### src/rtl/irq_pkg.sv
// irq_pkg: shared sizes and FSM state type for the interrupt capture stage
package irq_pkg;
    localparam int NUM_IRQ = 8;
    localparam int ID_W = $clog2(NUM_IRQ);
    typedef enum logic [1:0] {IDLE, REQ, GAP} irq_state_t;
endpackage

### src/rtl/irq_pend_capture_if.sv
// irq_pend_capture_if: request, snapshot handshake and lost-flag signals
interface irq_pend_capture_if;
    import irq_pkg::*;
    logic [NUM_IRQ-1:0] irq_in;
    logic [NUM_IRQ-1:0] mask;
    logic [NUM_IRQ-1:0] pend_out;
    logic irq_valid;
    logic ack;
    logic [ID_W-1:0] ack_id;
    logic ack_err;
    logic [NUM_IRQ-1:0] lost;
    logic lost_clr;
    modport master (output irq_in, mask, ack, ack_id, lost_clr, input pend_out, irq_valid, ack_err, lost);
    modport slave (input irq_in, mask, ack, ack_id, lost_clr, output pend_out, irq_valid, ack_err, lost);
endinterface

### src/rtl/irq_sync.sv
// irq_sync: 8-bit two-flop synchronizer for asynchronous request lines
module irq_sync
    import irq_pkg::*;
(
    input  logic clk,
    input  logic rst,
    input  logic [NUM_IRQ-1:0] d,
    output logic [NUM_IRQ-1:0] q
);
    logic [NUM_IRQ-1:0] meta;
    always_ff @(posedge clk) begin
        meta <= rst ? '0 : d;
        q <= rst ? '0 : meta;
    end
endmodule

### src/rtl/irq_pend_capture.sv
// irq_pend_capture: sticky pending capture, masked snapshot and ack handshake
// Define IRQ_SYNC_IN_EN to pass irq_in through a 2-flop synchronizer first.
module irq_pend_capture
    import irq_pkg::*;
(
    input logic clk,
    input logic rst,
    irq_pend_capture_if.slave bus
);
    irq_state_t state, state_n;
    logic [NUM_IRQ-1:0] irq_s, prev, edge_v, pend, lost, snap, clr;
    logic err, acc, hit;
`ifdef IRQ_SYNC_IN_EN
    irq_sync u_sync (.clk(clk), .rst(rst), .d(bus.irq_in), .q(irq_s));
`else
    assign irq_s = bus.irq_in;
`endif
    assign edge_v = irq_s & ~prev;
    assign acc = (state == REQ) && bus.ack;
    assign hit = snap[bus.ack_id];
    assign clr = (acc && hit) ? NUM_IRQ'(1) << bus.ack_id : '0;
    always_comb begin
        state_n = state;
        state_n = state == IDLE ? (|(pend & bus.mask) ? REQ : IDLE) :
                  state == REQ  ? (bus.ack ? GAP : REQ) : IDLE;
    end
    // A same-cycle edge re-sets a bit being cleared and is not counted as lost
    always_ff @(posedge clk) begin
        if (rst) begin
            state <= IDLE;
            prev <= '0;
            pend <= '0;
            lost <= '0;
            snap <= '0;
            err <= 1'b0;
        end else begin
            state <= state_n;
            prev <= irq_s;
            pend <= (pend & ~clr) | edge_v;
            lost <= bus.lost_clr ? '0 : lost | (edge_v & pend & ~clr);
            snap <= (state == IDLE && state_n == REQ) ? pend & bus.mask : snap;
            err <= acc && !hit;
        end
    end
    assign bus.pend_out = snap;
    assign bus.irq_valid = state == REQ;
    assign bus.ack_err = err;
    assign bus.lost = lost;
endmodule

### src/flat_wrapper.sv
// flat-port wrapper written by rule: the top's interface ports become plain ports
module irq_pend_capture_flat import irq_pkg::*;
  (clk, rst, bus_irq_in, bus_mask, bus_ack, bus_ack_id, bus_lost_clr, bus_pend_out, bus_irq_valid, bus_ack_err, bus_lost);
  irq_pend_capture_if bus_i ();
  input logic clk;
  input logic rst;
  input wire logic [$bits(bus_i.irq_in)-1:0] bus_irq_in;
  input wire logic [$bits(bus_i.mask)-1:0] bus_mask;
  input wire logic [$bits(bus_i.ack)-1:0] bus_ack;
  input wire logic [$bits(bus_i.ack_id)-1:0] bus_ack_id;
  input wire logic [$bits(bus_i.lost_clr)-1:0] bus_lost_clr;
  output wire logic [$bits(bus_i.pend_out)-1:0] bus_pend_out;
  output wire logic [$bits(bus_i.irq_valid)-1:0] bus_irq_valid;
  output wire logic [$bits(bus_i.ack_err)-1:0] bus_ack_err;
  output wire logic [$bits(bus_i.lost)-1:0] bus_lost;
  assign bus_i.irq_in = bus_irq_in;
  assign bus_i.mask = bus_mask;
  assign bus_i.ack = bus_ack;
  assign bus_i.ack_id = bus_ack_id;
  assign bus_i.lost_clr = bus_lost_clr;
  assign bus_pend_out = bus_i.pend_out;
  assign bus_irq_valid = bus_i.irq_valid;
  assign bus_ack_err = bus_i.ack_err;
  assign bus_lost = bus_i.lost;
  irq_pend_capture u_core (.clk(clk), .rst(rst), .bus(bus_i));
endmodule
### config.mk
export PLATFORM = sky130hd
export DESIGN_NAME = irq_pend_capture_flat
export DESIGN_NICKNAME = d
export VERILOG_FILES = /design/src/rtl/irq_pkg.sv /design/src/rtl/irq_pend_capture_if.sv /design/src/rtl/irq_sync.sv /design/src/rtl/irq_pend_capture.sv /design/src/flat_wrapper.sv
export SDC_FILE = /design/constraint.sdc
export NUM_CORES = 1
export LEC_CHECK = 0
export BUFFER_PORTS_ARGS = -buffer_cell sky130_fd_sc_hd__buf_2
export CAP_MARGIN = 0
export CORE_MARGIN = 2
export CORE_UTILIZATION = 51
export CTS_BUF_LIST = sky130_fd_sc_hd__clkbuf_16
export DETAILED_ROUTE_END_ITERATION = 12
export PLACE_DENSITY = 0.87
export SLEW_MARGIN = 20
export SYNTH_ARGS = -nofsm -noshare
export SYNTH_HDL_FRONTEND = slang
export SYNTH_SLANG_ARGS = --single-unit
### constraint.sdc
create_clock -name clk -period 1.6 [get_ports clk]
set_clock_uncertainty 0.05 [all_clocks]
set_input_delay 0.08 -clock clk [delete_from_list [all_inputs] [get_ports clk]]
set_output_delay 0.08 -clock clk [all_outputs]
set_load 0.02 [all_outputs]
==> qor.csv <==
metric,value,unit
period_minus_slack,1.450,ns
drt-wirelength-per-cell,16.19,um
cts.sinks,35,
leakage,0.8657,nW
ys_warn_count,0,
yosysUniqueCellTypes,29,
post_cts_resized,0,
io_pins,41,
die_h,59.53,um
crit_buf_inv,1,
root_buffer,clkbuf_16,
syn_nets,192,
grt_max_degree,25,
nFillCells,245,
synth_enable_flop_cells,0,
max_cap_viol_count,0,
maxSlewViolCount,0,
vdd_drop_max,710.1,uV
drc,0,
rsz0062_at_grt,false,
min_path_type,in -> reg,
cp.required,1.75,ns
grt_pass1_wl,6699,um
core,3003,um2
grt_use_met1,32.11,%
grt_use_met2,41.60,%
cts_hold_buf,7,
ys.flop_type,dfxtp_1,
cts_max_path_buffers,2,
syn_inst,169,
drive_gt1_share,28.00,%
final.setup.tns,0,ns
initial_core_util,52.37,%
async_flop_share,0,%
nets,247,
clk_pin_slew,0.05,ns
avgViaCountPerCell,5.973,
syn_to_final_growth,29.59,%
ys_ff_latch,35,
rows,20,
overflow,0,
cpMaxStageDelayCell,a22oi_1,
antenna_found_initial,0,
tightest_slew,0.5436,ns
grt.busiest_layer,met2,
cp-start-kind,flop,
vias,1541,
grtUsageMet3,8.297,%
dr.pass1.iters,4,
clk_latency,0.28,ns
setup_violations,0,
tritoncts,done,
timing.final.crit_share,90.65,%
slowest_delay,0.48,ns
numCtsBuffers,5,
post_cts_buffers,0,
ys_seq_area_share,44.55,%
pwr_density_cell,1116,nW/um2
fmax,0.6894,GHz
path_max_fanout,4,
fp.dieW,59.53,um
first_iter_violations,71,
die_area,3544,um2
critPathKind,reg -> reg,
instances_no_fill,258,
portBuffers,40,
arrival,1.60,ns
syn_area,1573,um2
placed_cells,243,
end_kind,flop,
max_slew_margin,63.76,%
globalplace.congestion,0.8351,
ctsHtreeMaxLevel,2,
routed_wl,4177,um
worst-r2r-setup-slack,0.15,ns
antennaDiodeCount,0,
hpwl,2761,um
hold_viol_final,0,
cp_cell_sequence,"a22oi_1, buf_4, nand4_1, a31oi_1",
postRouteAntennaNets,0,
path_delay_family,compound AO/OA/AOI/OAI gates,
syn_avg_cell_area,9.306,um2
status,finished clean,
grt_usage,25.60,%
grt_pass1_vias,1499,
## cell usage in the layout (no fill, tap or decap)
master	netlist	routed
buf_2	1	40
dfxtp_1	35	35
nor2b_1	14	14
nand4_1	10	10
nand3_1	9	9
a31oi_1	9	9
buf_4	1	9
nor2_1	8	8
inv_1	7	8
a21boi_0	8	8
nand2_1	8	8
nand2b_1	7	7
dlygate4sd3_1	0	7
a311oi_1	6	6
o21a_1	6	6
a31o_2	6	6
a21oi_1	6	6
a22oi_1	5	5
clkbuf_16	0	5
mux2i_1	4	4
or2_2	2	2
a32o_1	2	2
o2bb2ai_1	2	2
nand3b_1	2	2
clkinv_1	0	2
a22o_1	1	1
and4b_1	1	1
nor4bb_1	1	1
nand4_4	1	1
or2b_1	1	1
## layout make-up
cell class	instances	area (um2)	area share, %
well taps	33	41.29	2.026
repair buffers	56	337.8	16.57
clock buffers	5	125.1	6.139
flip-flops and latches	35	700.7	34.38
multi-input cells	119	795.8	39.04
inverters	7	26.28	1.289
clock inverters	3	11.26	0.5525
## kinds of logic after synthesis
family / share of synthesized area, %
mux: 2.546
compound gates: 24.18
buf+inv: 4.853
flops: 44.55
simple gates: 23.87
## power breakdown
part	switching, W	internal [W]
sequential	0.0000533	0.000928
clock	0.000347	0.000559
combinational	0.000220	0.000168
## synth_stat cells (2+ instances only)
| library cell | n | area (um2) |
|---|---|---|
| dfxtp_1 | 35 | 700.7 |
| a21boi_0 | 8 | 60.06 |
| nand3b_1 | 2 | 15.01 |
| buf_6 | 2 | 22.52 |
| or2_2 | 2 | 12.51 |
| a31o_2 | 6 | 52.55 |
| clkbuf_1 | 4 | 15.01 |
| nand2b_1 | 7 | 43.79 |
| nand3_1 | 9 | 45.04 |
| a32o_1 | 2 | 20.02 |
| nand4_1 | 10 | 62.56 |
| a21oi_1 | 6 | 30.03 |
| a311oi_1 | 6 | 52.55 |
| a22oi_1 | 5 | 37.54 |
| o2bb2ai_1 | 2 | 17.52 |
| mux2i_1 | 4 | 40.04 |
| nor2b_1 | 14 | 87.58 |
| o21a_1 | 6 | 45.04 |
| inv_1 | 7 | 26.28 |
| nor2_1 | 8 | 30.03 |
| a31oi_1 | 9 | 56.30 |
| nand2_1 | 8 | 30.03 |
## flip-flops by register name, summed over array words and instances, names as in the netlist
register	count
u_core.state	2
u_core.bus.lost	8
u_core.bus.pend_out	8
u_core.prev	8
u_core.bus.ack_err	1
u_core.pend	8
## worst paths after layout
| check | start | end | cells after the start |
|---|---|---|---|
| worst min register to register | u_core.bus.lost[1]$_SDFF_PP0_ | u_core.bus.lost[1]$_SDFF_PP0_ | 1 |
| worst min-delay path | rst | u_core.pend[2]$_SDFF_PP0_ | 2 |
| worst max register to register | u_core.pend[3]$_SDFF_PP0_ | u_core.bus.pend_out[0]$_SDFFE_PP0P_ | 4 |
| worst max-delay path | u_core.pend[3]$_SDFF_PP0_ | u_core.bus.pend_out[0]$_SDFFE_PP0P_ | 4 |
## layer usage
layer,part of all wire [%],routed length [um],up-vias
li1,-,-,738
met3,8.5,357,5
met4,0.84,35,0
met5,0,0,-
met1,42,1762,732
met2,48,2022,66
## metrics by stage
step                worst slack [ns]  area [um2]  util, %  total power (W)  hold WS [ns]
floorplan                     0.3349        1573        -         0.001212        0.1582
global placement              0.3014        1832    61.00         0.001349        0.2530
detailed placement            0.2531        1832    61.00         0.001358        0.2563
CTS                           0.2176        2038    67.88         0.002274      0.008340
global route                  0.1585        2038    67.88         0.002353       0.02792
finish                        0.1496        2038    67.88         0.002276      0.004689
Power figures use the tool's default switching activity.
